<file path="src/rtl/booth_seq.sv">
// Sequential radix-2 Booth controller for 8x8 signed multiply.
// Drives an external registered add/sub stage and shifts in its result.
module booth_seq (
    input  logic        clk,
    input  logic        reset,
    input  logic        start,
    input  logic [7:0]  multiplicand,
    input  logic [7:0]  multiplier,
    output logic [7:0]  as_in1,
    output logic [7:0]  as_in2,
    output logic        as_op,
    input  logic [7:0]  as_result,
    input  logic        as_of,
    output logic [15:0] product,
    output logic        busy,
    output logic        done
);

    typedef enum logic [1:0] {
        S_IDLE,
        S_ISSUE,
        S_CAPTURE,
        S_DONE
    } state_t;

    state_t     state;
    logic [7:0] a;
    logic [7:0] q;
    logic       q_1;
    logic [7:0] m;
    logic [3:0] cnt;

    logic [7:0] src;
    logic       s;
    logic [7:0] a_nx;
    logic [7:0] q_nx;
    logic [3:0] cnt_nx;

    assign as_in1 = a;
    assign as_in2 = m;
    assign as_op  = q[0] & ~q_1;

    // Overflow-corrected sign keeps the 9-bit true sum, so M = -128 works.
    always_comb begin
        src = a;
        s   = a[7];
        if (q[0] ^ q_1) begin
            src = as_result;
            s   = as_result[7] ^ as_of;
        end
        a_nx   = {s, src[7:1]};
        q_nx   = {src[0], q[7:1]};
        cnt_nx = cnt - 4'd1;
    end

    always_ff @(posedge clk or posedge reset) begin
        if (reset) begin
            state   <= S_IDLE;
            a       <= 8'd0;
            q       <= 8'd0;
            q_1     <= 1'b0;
            m       <= 8'd0;
            cnt     <= 4'd0;
            product <= 16'd0;
            busy    <= 1'b0;
            done    <= 1'b0;
        end else begin
            case (state)
                S_IDLE: begin
                    if (start) begin
                        a     <= 8'd0;
                        q     <= multiplier;
                        q_1   <= 1'b0;
                        m     <= multiplicand;
                        cnt   <= 4'd8;
                        busy  <= 1'b1;
                        state <= S_ISSUE;
                    end
                end
                S_ISSUE: begin
                    state <= S_CAPTURE;
                end
                S_CAPTURE: begin
                    a   <= a_nx;
                    q   <= q_nx;
                    q_1 <= q[0];
                    cnt <= cnt_nx;
                    if (cnt_nx == 4'd0) begin
                        product <= {a_nx, q_nx};
                        busy    <= 1'b0;
                        done    <= 1'b1;
                        state   <= S_DONE;
                    end else begin
                        state <= S_ISSUE;
                    end
                end
                S_DONE: begin
                    done  <= 1'b0;
                    state <= S_IDLE;
                end
                default: begin
                    state <= S_IDLE;
                end
            endcase
        end
    end

endmodule

</file>
<file path="config.mk">
export PLATFORM = sky130hd
export DESIGN_NAME = booth_seq
export DESIGN_NICKNAME = d
export VERILOG_FILES = /design/src/rtl/booth_seq.sv
export SDC_FILE = /design/constraint.sdc
export NUM_CORES = 1
export LEC_CHECK = 0
export CORE_MARGIN = 5
export CORE_UTILIZATION = 66
export DETAILED_ROUTE_END_ITERATION = 7
export DONT_BUFFER_PORTS = 1
export PLACE_DENSITY_LB_ADDON = 0.25
export SYNTH_ARGS = -nofsm -noshare
export SYNTH_HDL_FRONTEND = slang
export SYNTH_SLANG_ARGS = --single-unit
</file>
<file path="constraint.sdc">
create_clock -name clk -period 4.7 [get_ports clk]
set_input_delay 0.94 -clock clk [delete_from_list [all_inputs] [get_ports clk]]
set_output_delay 0.94 -clock clk [all_outputs]
set_load 0.005 [all_outputs]
</file>
* Yosys cells after proc, flatten, opt, wreduce, memory -nomap -nowiden
Cells that the tools add are included.
** Storage, ports and cells
- Input bits :: 28
- Bits in registers :: 49
** Cells by class
- Reduce and logical (&&, ||, !) cells :: 9
- Add/sub/neg operators :: 1
- Multiplexer cells :: 18
- Equal/unequal tests :: 5
- Bitwise gates (word level) :: 4
** Operators by type and width (count)
- 8-bit case mux with 2 select lines :: 2
- 8-bit two-way mux :: 3
- 2-bit case mux with 4 select lines :: 1
- 4-bit case mux with 2 select lines :: 1
- 2-bit AND reduction :: 4
- 1-bit case mux with 2 select lines :: 3
- 1-bit two-way mux :: 5
- 2-bit == test (second input constant) :: 2
- 4-bit zero test :: 1
- 2-bit two-way mux :: 2
- 4-bit two-way mux :: 1
- 2-bit != test (second input constant) :: 2
- 2-bit nonzero test :: 2
- 4-bit by 1-bit subtractor with 4-bit output (second input constant) :: 1
- 3-bit AND reduction :: 1
- 2-bit by 1-bit == test with 1-bit output (second input constant) :: 1
- 2-bit zero test :: 1
- 1-bit XOR :: 2
- 1-bit AND :: 1
- 1-bit inverter :: 1

* Logic depth before layout (Yosys ltp)
- Word-level depth :: 4
- Depth in mapped cells :: 7
- Gate-level depth less buffers :: 5

* Least setup slack after synthesis
Ideal clock, no wire load.
- Path type :: input to register
- Start :: input start
- End :: register m[0] (netlist: as_in2[0])
- Buffers on the path :: 0
- Required time :: 4575 ps
- Stages :: 2
- Arrival :: 1750 ps
- Path slack :: 2825 ps
- Cell sequence :: nor3b_2 mux2_2
** On the way
- Longest elaborated chain between the ends :: 1
** Ends and longest elaborated chain
- from (decl) :: RTL line 6 : input logic start,
- 2-bit AND reduction (no source line)
- to (signal assigned) :: RTL line 74 : m <= multiplicand;
- to (decl) :: RTL line 30 : logic [7:0] m;
Every way passes these cells.
A chain may end at the register's enable or synchronous reset.

* Worst setup path in the final report
- Start :: register q[0]
- End :: output as_op
** On the way
- Longest elaborated chain between the ends :: 1
** Ends and longest elaborated chain
- from (decl) :: RTL line 28 : logic [7:0] q;
- from (signal assigned) :: RTL line 72 : q <= multiplier;
- from (signal assigned) :: RTL line 85 : q <= q_nx;
- 1-bit AND :: RTL line 41 : assign as_op = q[0] & ~q_1;
- to (decl) :: RTL line 11 : output logic as_op,
Every way passes these cells.

==> results.json <==
{
  "drive_gt1_share_pct": 27.5,
  "clock_skew_ns": 0.0131,
  "syn2layout_area_growth_pct": 3.24,
  "tightest_slew_ns": 0.979,
  "cp.buffers_inverters": 0,
  "multi_input_area_um2": 811,
  "placed_area_um2": 2120,
  "fmax_mhz": 516,
  "grt_pass1_vias": 1348,
  "core.rowCount": 20,
  "register_area_um2": 1230,
  "cts_root_buf": "clkbuf_4",
  "clk_path_buf_depth": 2,
  "start_util_pct": 69.0,
  "coreArea_um2": 3080,
  "drt-vias-per-instance": 5.96,
  "worstReg2RegStart": "cnt[0]$_DFFE_PP0P_",
  "yosys_warnings": 0,
  "synth_cell_types": 30,
  "die_h_um": 66.7,
  "fin_crit_ns": 1.94,
  "clk_latency_ns": 0.36,
  "dp.final_hpwl_um": 2830,
  "num_vias": 1258,
  "syn_area_um2": 2120,
  "rsz0062_at_grt": "false",
  "worst_ir_drop_vdd_mv": 0.380,
  "cp.required_ns": 3.76,
  "place_ws_ns": 2.58,
  "holdCritPathClass": "reg -> reg",
  "ant_nets": 0,
  "design_area_um2": 2190,
  "min_path_cells": 1,
  "status": "complete, no violations",
  "use_met3_pct": 7.76,
  "fillCellCount": 222,
  "crit_path_top_delay_cell": "dfrtp_1",
  "port_buffers": 0,
  "p_total_mw": 1.50,
  "grt_util_met2_pct": 34.2,
  "drc": 0,
  "path_delay_family": "flip-flops",
  "postSynthAreaPerCell_um2": 12.7,
  "r2r_cells": 5,
  "n_antenna_cell": 0,
  "post_cts_buffers": 0,
  "dr.pass1.iters": 4,
  "p_switching_mw": 0.551,
  "layout_setup_ws_ns": 2.76,
  "power_frac_seq_pct": 50.7,
  "setup_violations": 0,
  "gp_congestion": 0.787,
  "ys_ff_latch": 49,
  "die_area_um2": 4450,
  "period_share_pct": 41.2,
  "drt-initial-drc-count": 45,
  "postCtsHoldBufs": 0,
  "wire_per_inst_um": 18.4,
  "tritoncts.num_buffers": 5,
  "intPower_mw": 0.951,
  "nets": 197,
  "combPwrFrac_pct": 35.3,
  "finish.utilization_pct": 71.2,
  "io_pins": 63,
  "power_density_nw_per_um2": 685,
  "drv_slew": 0,
  "finalSetupTns_ns": 0,
  "ys_seq_area_share_pct": 57.7,
  "antenna_found_initial": 0,
  "path_clk_slew_ns": 0.13,
  "grt_util_met1_pct": 24.2,
  "min_from": "done$_DFFE_PP0P_",
  "htreeDepth": 2,
  "hold_viol_final": 0,
  "worstPathCellList": "ha_1",
  "min_to": "done$_DFFE_PP0P_",
  "end_kind": "output port",
  "r2r-end": "product[3]$_DFFE_PP0P_",
  "grt_max_degree": 50,
  "path_class": "reg -> out",
  "crit_arrival_ns": 1.00,
  "power.share.clock_pct": 14.1,
  "tritoncts": "yes",
  "syn_inst": 167,
  "start_kind": "register",
  "grt_usage_pct": 20.4,
  "wirelength_um": 3890,
  "cpPeakStageDelay_ns": 0.43,
  "grt-busiest-layer": "met2",
  "path_max_fanout": 3,
  "slew_headroom_pct": 34.7,
  "p_leak_nw": 1.01,
  "swShare_pct": 36.7,
  "maxCapViolCount": 0,
  "die_x_um": 66.7,
  "grt_pass1_wl_um": 6710,
  "regToRegSetupSlack_ns": 2.84,
  "grt_remaining_overflow": 0,
  "syn_nets": 198,
  "cts.sinks": 49,
  "cts_resized": 0
}
synth_stat cells (all sizes together):
master  number  area share (%)
xnor2        3             1.2
o22ai        1            0.29
mux2i        2            0.94
o22a         1            0.41
buf          5             2.1
inv          7             1.2
dfrtp       49              58
or2b         1            0.35
nor3b        2            0.94
nor3         1            0.47
a22o         8             3.3
nand2       19             3.4
ha           3             1.8
mux2        29              16
and4         1            0.53
nor2        13             3.1
a21o         2            0.83
a31oi        7             2.1
a21oi        2            0.47
clkinv       1            0.18
o21ai        6             1.4
or2          1            0.29
clkbuf       3            0.53
area by class of cell:
class                      count  share of cell area [%]
clock buffer                   7                    2.97
clock inverter                 1                   0.228
inverter                       8                    1.37
multi-input combinational    102                    37.0
sequential                    49                    55.9
tap                           44                    2.51
cells in the final DEF, fill, tap and decap left out:
cell type / instances
a21o_2: 2
a21oi_1: 2
a22o_1: 8
a31oi_1: 7
and4_4: 1
clkbuf_4: 5
clkbuf_8: 2
clkinv_1: 1
clkinv_2: 1
dfrtp_1: 49
ha_1: 3
inv_1: 5
inv_2: 2
mux2_2: 23
mux2_4: 6
mux2i_1: 2
nand2_1: 19
nor2_1: 12
nor2_8: 1
nor3_2: 1
nor3b_1: 1
nor3b_2: 1
o21ai_0: 6
o22a_1: 1
o22ai_1: 1
or2_2: 1
or2b_1: 1
xnor2_1: 3
worst max path at each step:
stage	start	to	cells past startpoint
finish	q[0]$_DFFE_PP0P_	as_op	1
CTS	q[0]$_DFFE_PP0P_	as_op	1
detailed placement	start	q[7]$_DFFE_PP0P_	4
global placement	start	q[7]$_DFFE_PP0P_	4
global route	q[0]$_DFFE_PP0P_	as_op	1
floorplan	reset	as_in1[0]$_DFFE_PP0P_	1
routing by layer:
layer	share of wire, %	wire [um]	vias up
met4	1.4	55	0
met2	50	1930	56
li1	-	-	576
met1	40	1560	619
met3	8.8	341	7
met5	0	0	-
power groups by stage:
stage	clock network, mW	logic [mW]	registers [mW]
floorplan	0	0.474	0.714
global placement	0	0.508	0.764
detailed placement	0	0.534	0.775
CTS	0.215	0.534	0.766
global route	0.239	0.600	0.788
finish	0.211	0.529	0.761
sequential cells by signal, indices dropped and copies added, names as in the netlist:
signal / cells
busy: 1
done: 1
q: 8
cnt: 4
product: 16
as_in2: 8
state: 2
q_1: 1
as_in1: 8
kinds of logic (layout without fill, tap and decap cells):
logic type	after synthesis	count (layout)	synth area share, %
xor+xnor	3	3	1.24
mux	31	31	17.4
fa+ha+maj	3	3	1.77
buf+inv	16	16	4.07
flops	49	49	57.7
compound gates	27	27	8.78
simple gates	38	38	9.02
stage by stage:
stage                     hold slack (ns)  cells
after floorplan                     0.478    167
after global placement              0.507    203
after detailed placement            0.515    203
after CTS                           0.544    211
after global routing                0.571    211
final                               0.536    211
No activity file was read; power rests on OpenSTA's default activity.
